--- config.mk ---
export PLATFORM = sky130hd
export DESIGN_NAME = mult_div_iter_unit_flat
export DESIGN_NICKNAME = d
export VERILOG_FILES = /design/src/rtl/mult_div_iter_unit_pkg.sv /design/src/rtl/mult_div_iter_unit_if.sv /design/src/rtl/mult_div_iter_unit.sv /design/src/flat_wrapper.sv
export SDC_FILE = /design/constraint.sdc
export NUM_CORES = 1
export LEC_CHECK = 0
export ABC_AREA = 0
export CORE_AREA = 2 2 169 171
export DETAILED_ROUTE_END_ITERATION = 16
export DIE_AREA = 0 0 171 173
export GPL_ROUTABILITY_DRIVEN = 1
export PLACE_DENSITY = 0.83
export SETUP_SLACK_MARGIN = 0.1
export SKIP_LAST_GASP = 1
export SLEW_MARGIN = 20
export SYNTH_ARGS = -nofsm -noshare
export SYNTH_HDL_FRONTEND = slang
export SYNTH_SLANG_ARGS = --single-unit
--- constraint.sdc ---
create_clock -name clk -period 11.6 [get_ports clk]
set_clock_uncertainty 0.15 [all_clocks]
set_input_delay 3.48 -clock clk [delete_from_list [all_inputs] [get_ports clk]]
set_output_delay 3.48 -clock clk [all_outputs]
set_load 0.1 [all_outputs]
--- src/rtl/mult_div_iter_unit_pkg.sv ---
// Shared types and helpers for the iterative multiply/divide unit.
// Contents: RV32M/RV64M funct3 op encoding, FSM state constants,
// op classification helpers used by the unit and its callers.
package mult_div_iter_unit_pkg;

  typedef enum logic [2:0] {
    OP_MUL    = 3'd0,
    OP_MULH   = 3'd1,
    OP_MULHSU = 3'd2,
    OP_MULHU  = 3'd3,
    OP_DIV    = 3'd4,
    OP_DIVU   = 3'd5,
    OP_REM    = 3'd6,
    OP_REMU   = 3'd7
  } mult_div_op_e;

  localparam logic [1:0] S_IDLE = 2'd0;
  localparam logic [1:0] S_CALC = 2'd1;
  localparam logic [1:0] S_DONE = 2'd2;

  function automatic logic is_div(mult_div_op_e op);
    return op[2];
  endfunction

  function automatic logic is_rem(mult_div_op_e op);
    return op[2] & op[1];
  endfunction

  // MUL is treated as signed/signed; its low half is identical either way.
  function automatic logic is_signed1(mult_div_op_e op);
    return (op == OP_MUL) || (op == OP_MULH) || (op == OP_MULHSU) ||
           (op == OP_DIV) || (op == OP_REM);
  endfunction

  function automatic logic is_signed2(mult_div_op_e op);
    return (op == OP_MUL) || (op == OP_MULH) || (op == OP_DIV) || (op == OP_REM);
  endfunction

endpackage

--- src/rtl/mult_div_iter_unit_if.sv ---
// Issue/result handshake bundle between the mult/div reservation station,
// the execution unit and the CDB arbiter.
//   in_valid/in_ready/in_op/in_src1/in_src2/in_tag : issue side
//   out_valid/out_ready/out_result/out_tag        : result side
//   busy                                          : unit not idle
// Modports: master = station/arbiter side, slave = execution unit.
interface mult_div_iter_unit_if
  import mult_div_iter_unit_pkg::*;
#(
  parameter int XLEN      = 32,
  parameter int TAG_WIDTH = 8
) ();

  logic                 in_valid;
  logic                 in_ready;
  mult_div_op_e         in_op;
  logic [XLEN-1:0]      in_src1;
  logic [XLEN-1:0]      in_src2;
  logic [TAG_WIDTH-1:0] in_tag;
  logic                 out_valid;
  logic                 out_ready;
  logic [XLEN-1:0]      out_result;
  logic [TAG_WIDTH-1:0] out_tag;
  logic                 busy;

  modport master (
    output in_valid, in_op, in_src1, in_src2, in_tag, out_ready,
    input  in_ready, out_valid, out_result, out_tag, busy
  );

  modport slave (
    input  in_valid, in_op, in_src1, in_src2, in_tag, out_ready,
    output in_ready, out_valid, out_result, out_tag, busy
  );

endinterface

--- src/rtl/mult_div_iter_unit.sv ---
// Iterative RV32M/RV64M multiply/divide unit. One op in flight; radix-2
// shift-add multiply and restoring divide over XLEN cycles, result and tag
// held until the CDB arbiter grants the bus.
// Ports:
//   clk   : clock
//   reset : asynchronous reset, active-high
//   flush : synchronous abort of any in-flight op
//   bus   : slave side of mult_div_iter_unit_if (issue + result handshake)
//
// state  | meaning
// IDLE   | waiting for an op, in_ready=1
// CALC   | one radix-2 step per cycle, counter runs XLEN..1
// DONE   | sign-fixed result held, out_valid=1 until out_ready
module mult_div_iter_unit
  import mult_div_iter_unit_pkg::*;
#(
  parameter int XLEN      = 32,
  parameter int TAG_WIDTH = 8
) (
  input  logic                clk,
  input  logic                reset,
  input  logic                flush,
  mult_div_iter_unit_if.slave bus
);

  localparam int CW = $clog2(XLEN + 1);
  localparam logic [XLEN-1:0] MIN_NEG = {1'b1, {(XLEN-1){1'b0}}};

  logic [1:0]           state;
  logic [CW-1:0]        cnt;
  mult_div_op_e         op_q;
  logic [TAG_WIDTH-1:0] tag_q;
  logic                 neg_q;
  logic [XLEN-1:0]      b_q;
  // Multiply: {high, low} product, low half starts as the multiplier.
  // Divide:   {remainder, quotient}, quotient half starts as the dividend.
  logic [2*XLEN-1:0]    acc_q;
  logic [XLEN-1:0]      res_q;

  logic                 s1, s2, neg_in;
  logic [XLEN-1:0]      a_mag, b_mag;
  logic                 div_zero, div_ovf, special;
  logic [XLEN-1:0]      special_res;
  logic [XLEN:0]        sum, rshift, diff;
  logic [2*XLEN-1:0]    acc_step, prod_fix;
  logic [XLEN-1:0]      quo, rem, final_res;

  assign bus.in_ready   = (state == S_IDLE);
  assign bus.out_valid  = (state == S_DONE);
  assign bus.busy       = (state != S_IDLE);
  assign bus.out_result = res_q;
  assign bus.out_tag    = tag_q;

  // Operand preparation and early-out detection for the accept cycle.
  always_comb begin
    s1       = is_signed1(bus.in_op) && bus.in_src1[XLEN-1];
    s2       = is_signed2(bus.in_op) && bus.in_src2[XLEN-1];
    a_mag    = s1 ? -bus.in_src1 : bus.in_src1;
    b_mag    = s2 ? -bus.in_src2 : bus.in_src2;
    neg_in   = is_rem(bus.in_op) ? s1 : (s1 ^ s2);
    div_zero = is_div(bus.in_op) && (bus.in_src2 == '0);
    div_ovf  = ((bus.in_op == OP_DIV) || (bus.in_op == OP_REM)) &&
               (bus.in_src1 == MIN_NEG) && (&bus.in_src2);
    special  = div_zero || div_ovf;
    special_res = '0;
    if (div_zero)
      special_res = is_rem(bus.in_op) ? bus.in_src1 : '1;
    else if (div_ovf)
      special_res = (bus.in_op == OP_DIV) ? bus.in_src1 : '0;
  end

  // One radix-2 step plus the sign-fixed result of that step, so the final
  // step's result can be registered on the CALC->DONE edge.
  always_comb begin
    sum      = '0;
    rshift   = '0;
    diff     = '0;
    acc_step = acc_q;
    if (is_div(op_q)) begin
      rshift = {acc_q[2*XLEN-1:XLEN], acc_q[XLEN-1]};
      diff   = rshift - {1'b0, b_q};
      if (!diff[XLEN])
        acc_step = {diff[XLEN-1:0], acc_q[XLEN-2:0], 1'b1};
      else
        acc_step = {rshift[XLEN-1:0], acc_q[XLEN-2:0], 1'b0};
    end else begin
      // Carry out of the add lands in the top bit of the shifted accumulator.
      sum      = {1'b0, acc_q[2*XLEN-1:XLEN]} + ({1'b0, b_q} & {(XLEN+1){acc_q[0]}});
      acc_step = {sum, acc_q[XLEN-1:1]};
    end

    prod_fix = neg_q ? -acc_step : acc_step;
    quo      = neg_q ? -acc_step[XLEN-1:0] : acc_step[XLEN-1:0];
    rem      = neg_q ? -acc_step[2*XLEN-1:XLEN] : acc_step[2*XLEN-1:XLEN];
    case (op_q)
      OP_MUL:                        final_res = prod_fix[XLEN-1:0];
      OP_MULH, OP_MULHSU, OP_MULHU:  final_res = prod_fix[2*XLEN-1:XLEN];
      OP_DIV, OP_DIVU:               final_res = quo;
      default:                       final_res = rem;
    endcase
  end

  always_ff @(posedge clk or posedge reset) begin
    if (reset) begin
      state <= S_IDLE;
      cnt   <= '0;
      op_q  <= OP_MUL;
      tag_q <= '0;
      neg_q <= 1'b0;
      b_q   <= '0;
      acc_q <= '0;
      res_q <= '0;
    end else if (flush) begin
      state <= S_IDLE;
      cnt   <= '0;
    end else begin
      case (state)
        S_IDLE: begin
          if (bus.in_valid) begin
            op_q  <= bus.in_op;
            tag_q <= bus.in_tag;
            neg_q <= neg_in;
            b_q   <= b_mag;
            acc_q <= {{XLEN{1'b0}}, a_mag};
            if (special) begin
              res_q <= special_res;
              cnt   <= '0;
              state <= S_DONE;
            end else begin
              cnt   <= CW'(XLEN);
              state <= S_CALC;
            end
          end
        end
        S_CALC: begin
          acc_q <= acc_step;
          cnt   <= cnt - CW'(1);
          if (cnt == CW'(1)) begin
            res_q <= final_res;
            state <= S_DONE;
          end
        end
        S_DONE: begin
          if (bus.out_ready)
            state <= S_IDLE;
        end
        default: state <= S_IDLE;
      endcase
    end
  end

endmodule
--- src/flat_wrapper.sv ---
// flat-port wrapper written by rule: the top's interface ports become plain ports
module mult_div_iter_unit_flat import mult_div_iter_unit_pkg::*;
#(
  parameter int XLEN      = 32,
  parameter int TAG_WIDTH = 8
)
  (clk, reset, flush, bus_in_valid, bus_in_op, bus_in_src1, bus_in_src2, bus_in_tag, bus_out_ready, bus_in_ready, bus_out_valid, bus_out_result, bus_out_tag, bus_busy);
  mult_div_iter_unit_if #(.XLEN(XLEN), .TAG_WIDTH(TAG_WIDTH)) bus_i ();
  input  logic clk;
  input  logic reset;
  input  logic flush;
  input wire logic [$bits(bus_i.in_valid)-1:0] bus_in_valid;
  input wire logic [$bits(bus_i.in_op)-1:0] bus_in_op;
  input wire logic [$bits(bus_i.in_src1)-1:0] bus_in_src1;
  input wire logic [$bits(bus_i.in_src2)-1:0] bus_in_src2;
  input wire logic [$bits(bus_i.in_tag)-1:0] bus_in_tag;
  input wire logic [$bits(bus_i.out_ready)-1:0] bus_out_ready;
  output wire logic [$bits(bus_i.in_ready)-1:0] bus_in_ready;
  output wire logic [$bits(bus_i.out_valid)-1:0] bus_out_valid;
  output wire logic [$bits(bus_i.out_result)-1:0] bus_out_result;
  output wire logic [$bits(bus_i.out_tag)-1:0] bus_out_tag;
  output wire logic [$bits(bus_i.busy)-1:0] bus_busy;
  assign bus_i.in_valid = bus_in_valid;
  assign bus_i.in_op = bus_in_op;
  assign bus_i.in_src1 = bus_in_src1;
  assign bus_i.in_src2 = bus_in_src2;
  assign bus_i.in_tag = bus_in_tag;
  assign bus_i.out_ready = bus_out_ready;
  assign bus_in_ready = bus_i.in_ready;
  assign bus_out_valid = bus_i.out_valid;
  assign bus_out_result = bus_i.out_result;
  assign bus_out_tag = bus_i.out_tag;
  assign bus_busy = bus_i.busy;
  mult_div_iter_unit #(.XLEN(XLEN), .TAG_WIDTH(TAG_WIDTH)) u_core (.clk(clk), .reset(reset), .flush(flush), .bus(bus_i));
endmodule
==> flow_summary.ini, run 1 <==
[critical_path]
cp_data_arrival_time_ps = 8120
reg2reg_depth = 24
sort_of_element_at_the_start_of_the_critical_path = primary input
timing.critical_path.slowest_cell_delay_ps = 650
cp.depth = 15
crit_path_cell_trace = clkdlybuf4s50_1 > inv_1 > ha_1 > nand2_1 > or3_1 > or2_2 > nor3b_1 > nand2_1 > nor4_1 > or2_2 > o221a_2 > nand2_1 > a21oi_1 > nand3_1 > o21ai_1
critical_path_buf_inv_count = 2
cp_max_delay_cell = o221a_2
critical_path_required_ps = 11840
cp-end-kind = flip-flop
crit_top_cell = nand2_1
critPathMaxFanout = 31
cell_type_group_with_the_largest_total_delay_on_the_critical_path = simple AND/OR/NAND/NOR gates
critical_path_class = in2reg

[routing]
detail_routed_net_length_per_standard_cell_microns = 23.9
antenna_violating_nets_post_route = 0
drt-initial-drc-count = 2300
routed_via_density = 6.88
via_count = 17100
route.final.wire_length_microns = 59500
detail_route.drc_violations = 0
dr.pass1.iters = 9

[final_layout]
post-route-util_pct = 64.6
post_route_cells_drive_above_1_share_pct = 7.30
synthToLayoutAreaGrowth_pct = 12.8
fin_nets = 2249

[floorplanning]
dieArea_sq_um = 29600
floorplan.die.width_microns = 171
initial_utilization_pct = 57.3
core.rowCount = 61
io_pins = 123
die_height_microns = 173
placeableCoreArea_sq_um = 27600

[place]
port_buffers = 122
gp_routability_congestion = 0.997
dp_hpwl_microns = 46200
detailedPlace.worstSlack_ps = 3470

[power]
power.density_cell_area_nw_per_um2 = 248
peakVddDrop_v = 0.000179
power.total_mw = 4.44
total_leakage_power_nw = 7.29

[cts]
post_cts_repair_resize_count = 0
clkSlewWorstSetupHoldPaths_ps = 70
clock_sink_count = 148
tritoncts = built
post_cts_buffers = 0
clkLatencyLatePin_ps = 470
cts_hold_repair.buffers = 0
numCtsBuffers = 17
cts-root-buf = clkbuf_16
h-tree-depth = 4
ctsLongestPathBuffers = 2

[logic_synthesis]
synth_commonest_cells = 190 x nand2_1, 181 x nor2_1, 167 x o21ai_0, 161 x a21oi_1, 148 x dfrtp_1
yosys.cell_types.count = 102
synth_async_sr_flop_share_pct = 100
ys.warnings.count = 0
post_synthesis_cell_area_sq_um = 15800
synth_top_cell_by_area = dfrtp_1
ys_seq_elements = 148
synthesis.nets = 2201
seq_area_frac_synth_pct = 23.4
netlist_instances = 2048
yosys_most_used_dff = dfrtp_1
count_of_flip_flops_with_a_built_in_enable_after_synthesis = 0
synth_largest_type_area_fraction_pct = 23.4
synthMostInstantiatedCell = nand2_1
mean_syn_cell_area_sq_um = 7.73
yosys-top-cells-area = dfrtp_1 23%, ha_1 5.6%, xnor2_1 5.6%

[worst_hold_path]
min_path_cells = 1
hp-class = reg2reg

[sta]
setup_ws_ps = 3710
worst_pin_slew_ps = 1110
max_slew_margin_pct = 25.7
grt_setup_unrepaired = no
maxClockFrequency_ghz = 0.127
min_period_ps = 7890
final-setup-viol-count = 0
final_min_period_over_clock_period_pct = 68.0
hold_viol_final = 0
final.setup.tns_ps = 0
slew_violations = 0

[status]
run_status = complete, no violations

[grt]
grt_antenna_before_repair = 2
global_route_wire_length_before_repair_microns = 91500
pin_count_of_the_biggest_net_entering_global_routing = 94
grt.overflow.total = 0
grt_pass1_vias = 15800
overall_routing_resource_usage_pct = 40.1

[flow_run]
max_cap_violations = 0
power by group:
group	switching (mW)	total, mW	internal (mW)
Combinational	2.04	3.01	0.972
Clock	0.269	0.556	0.287
Sequential	0.207	0.868	0.661
final timing paths:
kind | from | end | slack (ps)
hold / removal | u_core.bus.out_tag[3] | u_core.bus.out_tag[3] | 360
hold reg to reg | u_core.bus.out_tag[3] | u_core.bus.out_tag[3] | 360
max in group asynchronous | reset | u_core.op_q[2] | 6530
setup / recovery | bus_in_src1[0] | u_core.bus.out_result[25] | 3710
setup reg to reg | u_core.acc_q[31] | u_core.bus.out_result[24] | 4050
min in group asynchronous | reset | u_core.b_q[15] | 3400
layer usage:
| metal | up-vias | part of all wire (%) | track usage (%) |
|---|---|---|---|
| met2 | 1115 | 43 | 58.7 |
| met5 | - | 0.024 | 0 |
| met4 | 2 | 4.5 | 16.7 |
| met3 | 185 | 12 | 11.8 |
| li1 | 7707 | - | - |
| met1 | 8113 | 41 | 54.9 |
final cells by class:
cell class / instances / area (sq um)
antenna: 2 / 5.00
clock buffer: 17 / 425
clock inverter: 15 / 163
fill: 2437 / 9770
inverter: 68 / 260
multi-input combinational: 1707 / 11400
sequential: 148 / 3710
tap: 378 / 473
timing repair buffer: 154 / 1460
flip-flops by register name, indices dropped and copies added (netlist names):
| name | cells |
|---|---|
| u_core.bus.out_result | 32 |
| u_core.acc_q | 64 |
| u_core.b_q | 32 |
| u_core.cnt | 6 |
| u_core.op_q | 3 |
| u_core.neg_q | 1 |
| u_core.state | 2 |
| u_core.bus.out_tag | 8 |
per-stage QoR:
step / instances / hold slack [ps] / cell area (sq um)
CTS: 2487 / 358 / 17900
floorplan: 2048 / 321 / 15800
finish: 2489 / 358 / 17900
detailed placement: 2455 / 330 / 17300
global placement: 2455 / 329 / 17300
global route: 2487 / 385 / 17900
cells in the final DEF (no fill, tap or decap), drive strengths merged, types with 30 or more instances in the layout:
cell type	instances
buf	32
o21ai	179
mux2i	43
a21oi	166
inv	74
a221oi	39
o211ai	32
xor2	66
dfrtp	148
ha	71
nand2	191
nor3	54
a31oi	30
o31ai	33
a21o	60
and2	47
nor2	181
xnor2	101
clkdlybuf4s50	122
kinds of logic after synthesis:
logic type	after synthesis	synth area share, %
flip-flops	148	23.4
AND/OR/NAND/NOR	680	21.4
XOR/XNOR	167	9.23
adder cells (fa/ha/maj)	73	5.86
AO/OA/AOI/OAI	727	31.2
buffers and inverters	193	5.02
multiplexers	60	3.95
No activity file was read; power rests on OpenSTA's default activity.
==> run 2: changes to the inputs <==
CORE_AREA = 2 2 173 175   (was 2 2 169 171)
DIE_AREA = 0 0 175 177   (was 0 0 171 173)
clock period = 7.2 ns   (was 11.6 ns; I/O delays follow)
==> run 2 against run 1 <==
Against the previous run:
- register-to-register slack worse by 3100 ps
- flip-flop and latch count unchanged
- critical endpoint is now u_core.bus.out_result[16]
- utilization down 3.0 points
- largest power group unchanged
- first-iteration DRC count up 22%
==> flow_summary.ini, run 2 (synthesized netlist as in run 1, its figures left out) <==
[status]
run_status = complete, no violations

[grt]
grt.overflow.total = 0
global_route_wire_length_before_repair_microns = 93500
grt_antenna_before_repair = 2
grt_pass1_vias = 16000
pin_count_of_the_biggest_net_entering_global_routing = 107
overall_routing_resource_usage_pct = 39.1

[critical_path]
cell_type_group_with_the_largest_total_delay_on_the_critical_path = compound AO/OA/AOI/OAI gates
critical_path_class = reg2reg
timing.critical_path.slowest_cell_delay_ps = 690
sort_of_element_at_the_start_of_the_critical_path = flip-flop
cp-end-kind = flip-flop
cp_data_arrival_time_ps = 6450
critical_path_required_ps = 7360
crit_path_cell_trace = inv_1 > ha_1 > inv_1 > fa_1 > a211oi_1 > o211ai_2 > a21oi_1 > or2_1 > a211oi_4 > a2111oi_0 > or2_2 > ha_1 > nand4_1 > nor4_4 > nand3_1 > o31ai_1 > xor2_1 > a221oi_1 > o221ai_1
critPathMaxFanout = 13
cp_max_delay_cell = a2111oi_0
critical_path_buf_inv_count = 2

[place]
gp_routability_congestion = 1.10
port_buffers = 122
dp_hpwl_microns = 47100
detailedPlace.worstSlack_ps = 781

[power]
power.density_cell_area_nw_per_um2 = 404
peakVddDrop_v = 0.000244
total_leakage_power_nw = 7.38
power.total_mw = 7.29

[floorplanning]
core.rowCount = 63
floorplan.die.width_microns = 175
die_height_microns = 177
placeableCoreArea_sq_um = 29200
io_pins = 123
initial_utilization_pct = 54.2
dieArea_sq_um = 31000

[routing]
dr.pass1.iters = 8
via_count = 17400
route.final.wire_length_microns = 61500
detail_routed_net_length_per_standard_cell_microns = 24.5
routed_via_density = 6.95
drt-initial-drc-count = 2812
antenna_violating_nets_post_route = 0
detail_route.drc_violations = 0

[sta]
max_slew_margin_pct = 21.1
maxClockFrequency_ghz = 0.159
hold_viol_final = 0
min_period_ps = 6290
grt_setup_unrepaired = no
worst_pin_slew_ps = 1180
hold-worst-slack_ps = 336
final.setup.tns_ps = 0
final_min_period_over_clock_period_pct = 87.3
slew_violations = 0
final-setup-viol-count = 0
setup_ws_ps = 913

[cts]
cts_hold_repair.buffers = 0
ctsLongestPathBuffers = 2
clock_sink_count = 148
numCtsBuffers = 17
clkSlewWorstSetupHoldPaths_ps = 80
tritoncts = built
clkLatencyLatePin_ps = 460
post_cts_buffers = 0
post_cts_repair_resize_count = 0
h-tree-depth = 4
cts-root-buf = clkbuf_16

[final_layout]
largest_register_ff_count = 64
fin_nets = 2259
leading_cell_type_in_the_layout_fill_and_taps_excluded = nand2_1
diodes = 0
registers.top_by_ff_count = u_core.acc_q
synthToLayoutAreaGrowth_pct = 13.8
layout.cells.most_common_list = 190 x nand2_1, 180 x nor2_1, 167 x o21ai_0
post_route_cells_drive_above_1_share_pct = 7.69

[worst_hold_path]
hp-class = reg2reg

[flow_run]
max_cap_violations = 0
==> run 2: path summary, 6_finish.rpt <==
path | from | end | slack (ps) | cells past startpoint
hold / removal | u_core.bus.out_result[8] | u_core.bus.out_result[8] | 340 | 2
setup reg to reg | u_core.acc_q[31] | u_core.bus.out_result[16] | 910 | 19
max in group asynchronous | reset | u_core.bus.out_result[2] | 3610 | 4
min in group asynchronous | reset | u_core.b_q[19] | 1930 | 2
hold reg to reg | u_core.bus.out_result[8] | u_core.bus.out_result[8] | 340 | 2
setup / recovery | u_core.acc_q[31] | u_core.bus.out_result[16] | 910 | 19
==> run 2: where the power goes <==
group / switching [mW] / internal [mW] / total [mW]
sequential: 0.326 / 1.07 / 1.39
combinational: 3.31 / 1.58 / 4.89
clock: 0.437 / 0.574 / 1.01
==> run 2: final cells by class <==
cell class	count	area, sq um
clock buffer	18	439
clock inverter	14	204
fill	2601	11200
inverter	68	260
multi-input combinational	1707	11400
sequential	148	3710
tap	390	488
timing repair buffer	164	1560
==> run 2: per-layer routing <==
metal / wire length, microns / global-route usage (%) / part of all wire, % / vias up
met2: 25900 / 57.6 / 42 / 1184
li1: - / - / - / 7738
met1: 24600 / 54.7 / 40 / 8291
met3: 7840 / 8.29 / 13 / 212
met5: 28 / 0 / 0.046 / -
met4: 3160 / 18.3 / 5.1 / 4
==> run 2: worst reg2reg max path: stages, from the launching register on <==
cell       delay, ps
dfrtp_1          420
inv_1            100
ha_1             220
inv_1             70
fa_1             420
a211oi_1         430
o211ai_2         170
a21oi_1          320
or2_1            380
a211oi_4         240
a2111oi_0        690
or2_2            280
ha_1             240
nand4_1          200
nor4_4           430
nand3_1          430
o31ai_1          390
xor2_1           110
a221oi_1         290
o221ai_1         150
==> run 2: per-stage QoR <==
step	cells	area (sq um)	utilization, %
after CTS	2508	18000	61.5
after global routing	2509	18000	61.6
final	2509	18000	61.6
after floorplan	2048	15800	-
after global placement	2476	17300	59.3
after detailed placement	2476	17300	59.3
